`src/rtl/mul_div_unit.sv`:
```
// Iterative RV32M multiply/divide unit: shift-add multiply, restoring divide, start/busy/valid handshake.
// Optional MUL_DIV_FAST_MUL_EN swaps the iterative multiply for a single-cycle combinational one.
module mul_div_unit #(
  parameter int XLEN = 32
) (
  input  logic            clk,
  input  logic            rst_n,
  input  logic            start,
  input  logic            flush,
  input  logic [2:0]      funct3,
  input  logic [XLEN-1:0] srcA,
  input  logic [XLEN-1:0] srcB,
  output logic            busy,
  output logic            valid,
  output logic [XLEN-1:0] result
);
  localparam int CW = $clog2(XLEN);
  localparam logic [CW-1:0] CNT_LAST = CW'(XLEN - 1);

  typedef enum logic [1:0] {IDLE, MUL, DIV, DONE} state_t;
  typedef struct packed {
    logic [2:0] op;
    logic       neg_res;
    logic       neg_rem;
  } ctl_t;

  state_t            state;
  ctl_t              ctl;
  logic [XLEN-1:0]   bmag;
  logic [2*XLEN-1:0] acc;   // MUL: {partial hi, multiplier}; DIV: {remainder, quotient}
  logic [CW-1:0]     cnt;

  logic            a_sgn, b_sgn, neg_a, neg_b, div_zero, div_ovf;
  logic [XLEN-1:0] a_mag, b_mag;
  always_comb begin
    a_sgn    = !(funct3[0] && (funct3[1] || funct3[2]));
    b_sgn    = funct3[2] ? !funct3[0] : !funct3[1];
    neg_a    = a_sgn && srcA[XLEN-1];
    neg_b    = b_sgn && srcB[XLEN-1];
    a_mag    = neg_a ? -srcA : srcA;
    b_mag    = neg_b ? -srcB : srcB;
    div_zero = (srcB == '0);
    div_ovf  = funct3[2] && !funct3[0] && (srcA == {1'b1, {(XLEN-1){1'b0}}}) && (srcB == '1);
  end

  logic [XLEN:0]     mul_sum, div_shift, div_diff;
  logic              div_ok;
  logic [2*XLEN-1:0] mul_next, div_next;
  always_comb begin
    mul_sum   = {1'b0, acc[2*XLEN-1:XLEN]} + (acc[0] ? {1'b0, bmag} : '0);
    mul_next  = {mul_sum, acc[XLEN-1:1]};
    div_shift = acc[2*XLEN-1:XLEN-1];
    div_diff  = div_shift - {1'b0, bmag};
    div_ok    = !div_diff[XLEN];
    div_next  = {(div_ok ? div_diff[XLEN-1:0] : div_shift[XLEN-1:0]), acc[XLEN-2:0], div_ok};
  end

  logic [2*XLEN-1:0] prod_fix;
  logic [XLEN-1:0]   q_fix, r_fix, res_sel;
  always_comb begin
    prod_fix = ctl.neg_res ? -acc : acc;
    q_fix    = ctl.neg_res ? -acc[XLEN-1:0] : acc[XLEN-1:0];
    r_fix    = ctl.neg_rem ? -acc[2*XLEN-1:XLEN] : acc[2*XLEN-1:XLEN];
    res_sel  = '0;
    case (ctl.op)
      3'b000:                res_sel = prod_fix[XLEN-1:0];
      3'b001, 3'b010, 3'b011: res_sel = prod_fix[2*XLEN-1:XLEN];
      3'b100, 3'b101:        res_sel = q_fix;
      default:               res_sel = r_fix;
    endcase
  end

  always_ff @(posedge clk or negedge rst_n) begin
    if (!rst_n) begin
      state  <= IDLE;
      ctl    <= '0;
      bmag   <= '0;
      acc    <= '0;
      cnt    <= '0;
      busy   <= 1'b0;
      valid  <= 1'b0;
      result <= '0;
    end else begin
      valid <= 1'b0;
      if (state != IDLE && flush) begin
        state <= IDLE;
        busy  <= 1'b0;
        cnt   <= '0;
      end else begin
        case (state)
          IDLE: if (start && !flush) begin
            ctl.op      <= funct3;
            ctl.neg_res <= neg_a ^ neg_b;
            ctl.neg_rem <= neg_a;
            bmag        <= b_mag;
            cnt         <= '0;
            busy        <= 1'b1;
            if (funct3[2]) begin
              // Special divides preload {remainder, quotient} with the final unsigned answer.
              if (div_zero) begin
                acc         <= {srcA, {XLEN{1'b1}}};
                ctl.neg_res <= 1'b0;
                ctl.neg_rem <= 1'b0;
                state       <= DONE;
              end else if (div_ovf) begin
                acc         <= {{XLEN{1'b0}}, srcA};
                ctl.neg_res <= 1'b0;
                ctl.neg_rem <= 1'b0;
                state       <= DONE;
              end else begin
                acc   <= {{XLEN{1'b0}}, a_mag};
                state <= DIV;
              end
            end else begin
`ifdef MUL_DIV_FAST_MUL_EN
              acc   <= {{XLEN{1'b0}}, a_mag} * {{XLEN{1'b0}}, b_mag};
              state <= DONE;
`else
              acc   <= {{XLEN{1'b0}}, a_mag};
              state <= MUL;
`endif
            end
          end
          MUL, DIV: begin
            acc <= (state == MUL) ? mul_next : div_next;
            if (cnt == CNT_LAST) begin
              cnt   <= '0;
              state <= DONE;
            end else begin
              cnt <= cnt + 1'b1;
            end
          end
          DONE: begin
            result <= res_sel;
            valid  <= 1'b1;
            busy   <= 1'b0;
            state  <= IDLE;
          end
          default: state <= IDLE;
        endcase
      end
    end
  end
endmodule
```
`config.mk`:
```
export PLATFORM = sky130hd
export DESIGN_NAME = mul_div_unit
export DESIGN_NICKNAME = d
export VERILOG_FILES = /design/src/rtl/mul_div_unit.sv
export SDC_FILE = /design/constraint.sdc
export NUM_CORES = 1
export LEC_CHECK = 0
export BUFFER_PORTS_ARGS = -buffer_cell sky130_fd_sc_hd__buf_2
export CELL_PAD_IN_SITES_DETAIL_PLACEMENT = 0
export CELL_PAD_IN_SITES_GLOBAL_PLACEMENT = 2
export CORE_ASPECT_RATIO = 0.75
export CORE_MARGIN = 2
export CORE_UTILIZATION = 33
export CTS_CLUSTER_SIZE = 16
export DETAILED_ROUTE_END_ITERATION = 12
export PLACE_DENSITY_LB_ADDON = 0.1
export SYNTH_ARGS = -nofsm -noshare
export SYNTH_HDL_FRONTEND = slang
export SYNTH_SLANG_ARGS = --single-unit
```
`constraint.sdc`:
```
create_clock -name clk -period 3.3 [get_ports clk]
set_input_delay 0.165 -clock clk [delete_from_list [all_inputs] [get_ports clk]]
set_output_delay 0.165 -clock clk [all_outputs]
set_load 0.005 [all_outputs]
```
## After elaboration in Yosys (flattened, before gate mapping)

Index checks and enable logic that the tools add are counted.

| cells by class | value |
|---|---|
| add/sub/neg operators | 8 |
| multipliers | 0 |
| divide/modulo/power cells | 0 |
| $lt $le $gt $ge | 0 |
| equality and inequality tests | 14 |
| shifts and indexed selects | 0 |
| multiplexer cells | 34 |
| bitwise logic cells | 2 |
| reduce and logical (&&, ||, !) cells | 30 |

Operators by type and width:

| operator | number |
|---|---|
| 2-to-1 mux 64 bit | 5 |
| 2-to-1 mux 32 bit | 7 |
| negator 32 bit | 4 |
| one-hot mux 64 bit (2 select lines) | 1 |
| one-hot mux 32 bit (3 select lines) | 1 |
| == test 32 bit, second input constant | 2 |
| negator 64 bit | 1 |
| adder 32 x 32 -> 33 bit | 1 |
| subtractor 33 x 32 -> 33 bit | 1 |
| zero test 32 bit | 1 |
| 2-to-1 mux 5 bit | 3 |
| 2-to-1 mux 2 bit | 7 |
| one-hot mux 5 bit (2 select lines) | 1 |
| logical AND 1 bit | 8 |
| AND reduction 2 bit | 4 |
| 2-to-1 mux 1 bit | 7 |
| == test 3 x 2 -> 1 bit, second input constant | 2 |
| == test 3 bit, second input constant | 2 |
| != test 3 bit, second input constant | 2 |
| one-hot mux 2 bit (3 select lines) | 1 |
| AND reduction 3 bit | 2 |
| nonzero test 3 bit | 2 |
| adder 5 x 1 -> 5 bit, second input constant | 1 |
| == test 5 bit, second input constant | 1 |
| 14 further kinds | 21 |

| storage, ports and cells | value |
|---|---|
| flip-flop bits (word level) | 142 |
| latch bits | 0 |
| RAM bits | 0 |
| ROM bits | 0 |
| bits of input ports | 71 |
| memories kept | 0 |

## Depth between registers and ports, before layout

| logic depth | value |
|---|---|
| word-level depth | 10 |
| mapped depth | 15 |
| depth with buffers taken out | 12 |

## Least setup slack after synthesis

No wires, ideal clock.

| timing | value |
|---|---|
| kind | register -> register |
| start point | register acc[31] |
| end point | register acc[37] |
| library setup time | 136 ps |
| data arrival time | 3,219 ps |
| path slack | -55 ps |
| cell stages (with the launch flop) | 16 |
| path buffers | 3 |
| period minus slack after synthesis | 3,355 ps |
| path through | dfrtp_1 inv_1 ha_1 fa_1 nand2b_1 a21o_1 a21oi_1 o2111ai_1 and2_1 clkbuf_1 o221ai_1 clkbuf_1 clkbuf_1 nor2_1 a21oi_1 o21ai_0 |

| on the way | value |
|---|---|
| longest elaborated chain between the ends | 4 |

Ends and longest elaborated chain:

| item | line | text |
|---|---|---|
| start, declared | 30 | `logic [2*XLEN-1:0] acc;` |
| start signal, assigned | 101 | `acc <= {srcA, {XLEN{1'b1}}};` |
| start signal, assigned | 106 | `acc <= {{XLEN{1'b0}}, srcA};` |
| start signal, assigned | 111 | `acc <= {{XLEN{1'b0}}, a_mag};` |
| subtractor 33 x 32 -> 33 bit | 53 | `div_diff = div_shift - {1'b0, bmag};` |
| 2-to-1 mux 32 bit | 55 | `div_next = {(div_ok ? div_diff[XLEN-1:0] : div_shift[XLEN-1:0]), acc[XLEN-2:0], div_ok};` |
| 2-to-1 mux 64 bit | 125 | `acc <= (state == MUL) ? mul_next : div_next;` |
| one-hot mux 64 bit (2 select lines) | 90 | `case (state)` |

Every way passes these cells.
A chain may end at the register's enable or synchronous reset.

## Final worst setup path

| timing | value |
|---|---|
| start point | register acc[29] |
| end point | register result[30] |

| on the way | value |
|---|---|
| longest elaborated chain between the ends | 3 |

Ends and longest elaborated chain:

| item | line | text |
|---|---|---|
| negator 64 bit / negator 32 bit (equally long branches) | 61, 62 |  |
| 2-to-1 mux 64 bit / 2-to-1 mux 32 bit (equally long branches) | 61, 62 |  |
| one-hot mux 32 bit (3 select lines) * | 65 | `case (ctl.op)` |
| end signal, assigned | 134 | `result <= res_sel;` |
| end, declared | 15 | `output logic [XLEN-1:0] result` |

Mark *: on every way between the ends. The rest lies on a longest branch, timed or not.

==> results list <==
- The run finished with clean final reports.
- Filler Cell Count: 4547
- In the final routed layout, each cell accounts on average for 22.5 um.
- Time the final worst path needs with I/O delays and setup: 3.18 ns
- After synthesis, the mean cell area works out to 7.46 um2.
- Storage element area: 3550 um2
- Worst clock skew: 0.0129 ns
* Required time of the critical path: 3.65 ns
- The die covers 45700 um2.
- Placer congestion estimate: 0.930
- After detailed routing, the number of remaining DRC violations is 0.
- Reg clk slew, reported paths: 0.07 ns
* Number of synthesized flops with an enable pin: 0
* Slew at the pin with the worst max-slew slack: 1.16 ns
- During synthesis, Yosys emitted a total of 0 warnings.
* Total vias in the final route: 15.6k
- Pwr per Cell Area: 1120 nW/um2
* First-iteration detailed-routing DRC count: 1555
* Critical Path Source Type: register
* Worst VDD drop: 0.465 mV
- Relative to the synthesized area, the layout overhead comes to 21.3%.
- Effective utilization at floorplan: 33.5%
- Initial DRT Pass Iterations: 5
- The worst pin sits at a relative slew slack of 22.1%.
- Count of clock tree sinks: 142
- The number of nets in the synthesized netlist is 2093.
- Number of top-level pins: 105
- The floorplan step set the die width to 246 um.
- Final hold vios: 0
* Layout cells sized above 1: 19.3%
- Net count of the finished layout: 2274
- Multi-input logic area: 10500 um2
- Area fraction of the dominant cell type after synthesis: 24.5%
- Routed via count divided by cell count: 5.75
- Detailed placer's ending HPWL: 47900 um
- Core ar.: 43400 um2
- The repair_antennas step left the layout with diodes totalling 0.
* Final-report setup violation count: 0
- Global routing consumed, over all layers together, 26.9% of the routing resources.
- Number of antenna violations at the first check in global routing: 1
- After technology mapping, the gate count stands at 1946.
- Number of global-route vias before repair: 14.8k
- Counting distinct cell types in the post-synthesis netlist gives 78.
- The count of pins over their slew limit came to 0.
- Worst hold slack: 0.0221 ns
* Crit. End Element: register
- Counting flops and latches in the post-synthesis netlist gives 142.
- Max-capacitance violation count: 0
* Maximum fanout count along the critical path: 6
- Most used flip-flop cell after synthesis: dfrtp_1
- Setup repair after global routing could not meet its margin everywhere.
- Wire length of the first global-routing pass: 92300 um
- TritonCTS built the clock tree.
- The tree is rooted in a clkbuf_16.
- Combined area of all synthesized cells: 14500 um2
- Vertical die dimension: 186 um
- Final-layout setup total negative slack: 0 ns
* Skew-Pair Late Insertion Delay: 0.46 ns
* Count of H-tree levels built during CTS: 4
* Cell leakage power: 7.87 nW
- STA puts the critical path data arrival time at 3.53 ns.
- Count of input and output buffers: 104
- Worst min-delay path category: in -> reg
- Summed over all layers, the routed wires come to 61100 um.
- Grt total ovfl: 0
- Worst Path Class, Setup: reg -> reg
- Sorting the synthesized cells by how often they occur yields 250 x nand2_1, 184 x a21oi_1, 167 x o21ai_0, 161 x nor2_1, 142 x dfrtp_1.
- Once detail routing completed, the nets flagged for antenna violations numbered 0.
* Cell row count: 66
- In the post-synthesis netlist, the biggest area contributors are dfrtp_1 24%, nand2_1 6.5%, ha_1 6.4%.
- Ratio of final minimum period to clock period: 96.5%
- Of the synthesized area, sequential elements account for 24.5%.
* Most frequent cell after synthesis: nand2_1
* Pin count of the biggest net entering global routing: 80
- Top cell type by total area after synthesis: dfrtp_1
- CTS buffer count: 17
- Max Clock Freq: 314 MHz
* Deepest clock path buffer count: 2
- Async set-or-reset flop fraction in the synthesized netlist: 100%
-- sequential cells by signal, summed over array words and instances, names as in the netlist --
register	flops
acc	64
bmag	32
busy	1
cnt	5
ctl	5
result	32
state	2
valid	1
-- placed cells by master, fill, tap and decap left out, types with 42 or more instances in the layout --
master	n
a21oi_1	178
buf_4	188
dfrtp_1	141
xnor2_1	88
ha_1	73
o21ai_0	163
nor3_1	42
buf_2	103
inv_1	56
nand2_1	249
xor2_1	64
a21o_1	53
nor2_1	156
-- power breakdown --
part | leakage (nW) | switching (W) | internal [W]
combinational | 5.79 | 0.00873 | 0.00581
clock | 0.275 | 0.000857 | 0.00112
sequential | 1.81 | 0.000728 | 0.00251
total | 7.87 | 0.0103 | 0.00944
-- per-stage QoR --
step,power (W),std cells,util (%),area [um2],setup WS [ns]
detailed placement,0.0172,2682,38.7,16800,-0.199
global route,0.0213,2718,40.6,17600,-0.0775
floorplan,0.0119,1946,-,14500,0.0264
CTS,0.0194,2717,40.2,17400,0.00353
global placement,0.0172,2682,38.7,16800,-0.0910
finish,0.0198,2718,40.6,17600,0.116
-- kinds of logic after synthesis --
kind of cell               after synthesis  share of synthesized area (%)
DFF                                    142                           24.5
buffers and inverters                  196                           5.23
and+or+nand+nor                        662                           21.7
adders and majority gates               76                           6.65
xor gates and xnor gates               153                           9.23
muxes                                   52                           3.69
AOI/OAI and AO/OA                      665                           29.0
-- critical path: stages, from the launching register on --
cell	delay [ns]
dfrtp_1	0.45
or3_4	0.42
or3_4	0.38
or4_4	0.60
or4_4	0.59
o21ai_2	0.18
xor2_1	0.15
a21oi_1	0.08
o21ai_1	0.13
nand2_1	0.06
-- area by class of cell --
type / count / area share (%)
Inverter: 57 / 1.21
Clock inverter: 12 / 0.689
Tap cell: 578 / 4.11
Sequential cell: 142 / 20.2
Multi-Input combinational cell: 1608 / 59.4
Clock buffer: 20 / 2.54
Timing Repair Buffer: 301 / 11.9
-- per-layer routing --
layer	vias to the layer above	GRT usage [%]	share of wire (%)
met3	43	4.95	7.2
met4	0	6.21	1.7
met2	517	38.2	40
met1	7594	41.3	51
met5	-	0	0
li1	7477	-	-
-- timing repair --
action | CTS | global route
gates cloned | 0 | 0
gates resized for setup | 10 | 40
pin swaps | 0 | 10
hold buffers | 3 | 0
setup buffers | 0 | 1
endpoints found under the setup margin | 29 | 41
endpoints found under the hold margin | 64 | 0
-- worst paths after layout --
check	end	cells after the start	slack, ns	startpoint
setup reg to reg	result[30]	9	0.12	acc[29]
hold reg to reg	result[8]	2	0.47	result[8]
max in group asynchronous	bmag[21]	3	2.19	rst_n
hold / removal	ctl[3]	2	0.02	funct3[1]
setup / recovery	result[30]	9	0.12	acc[29]
min in group asynchronous	bmag[7]	2	0.29	rst_n
Note: power is estimated with default switching activity, not from simulation.
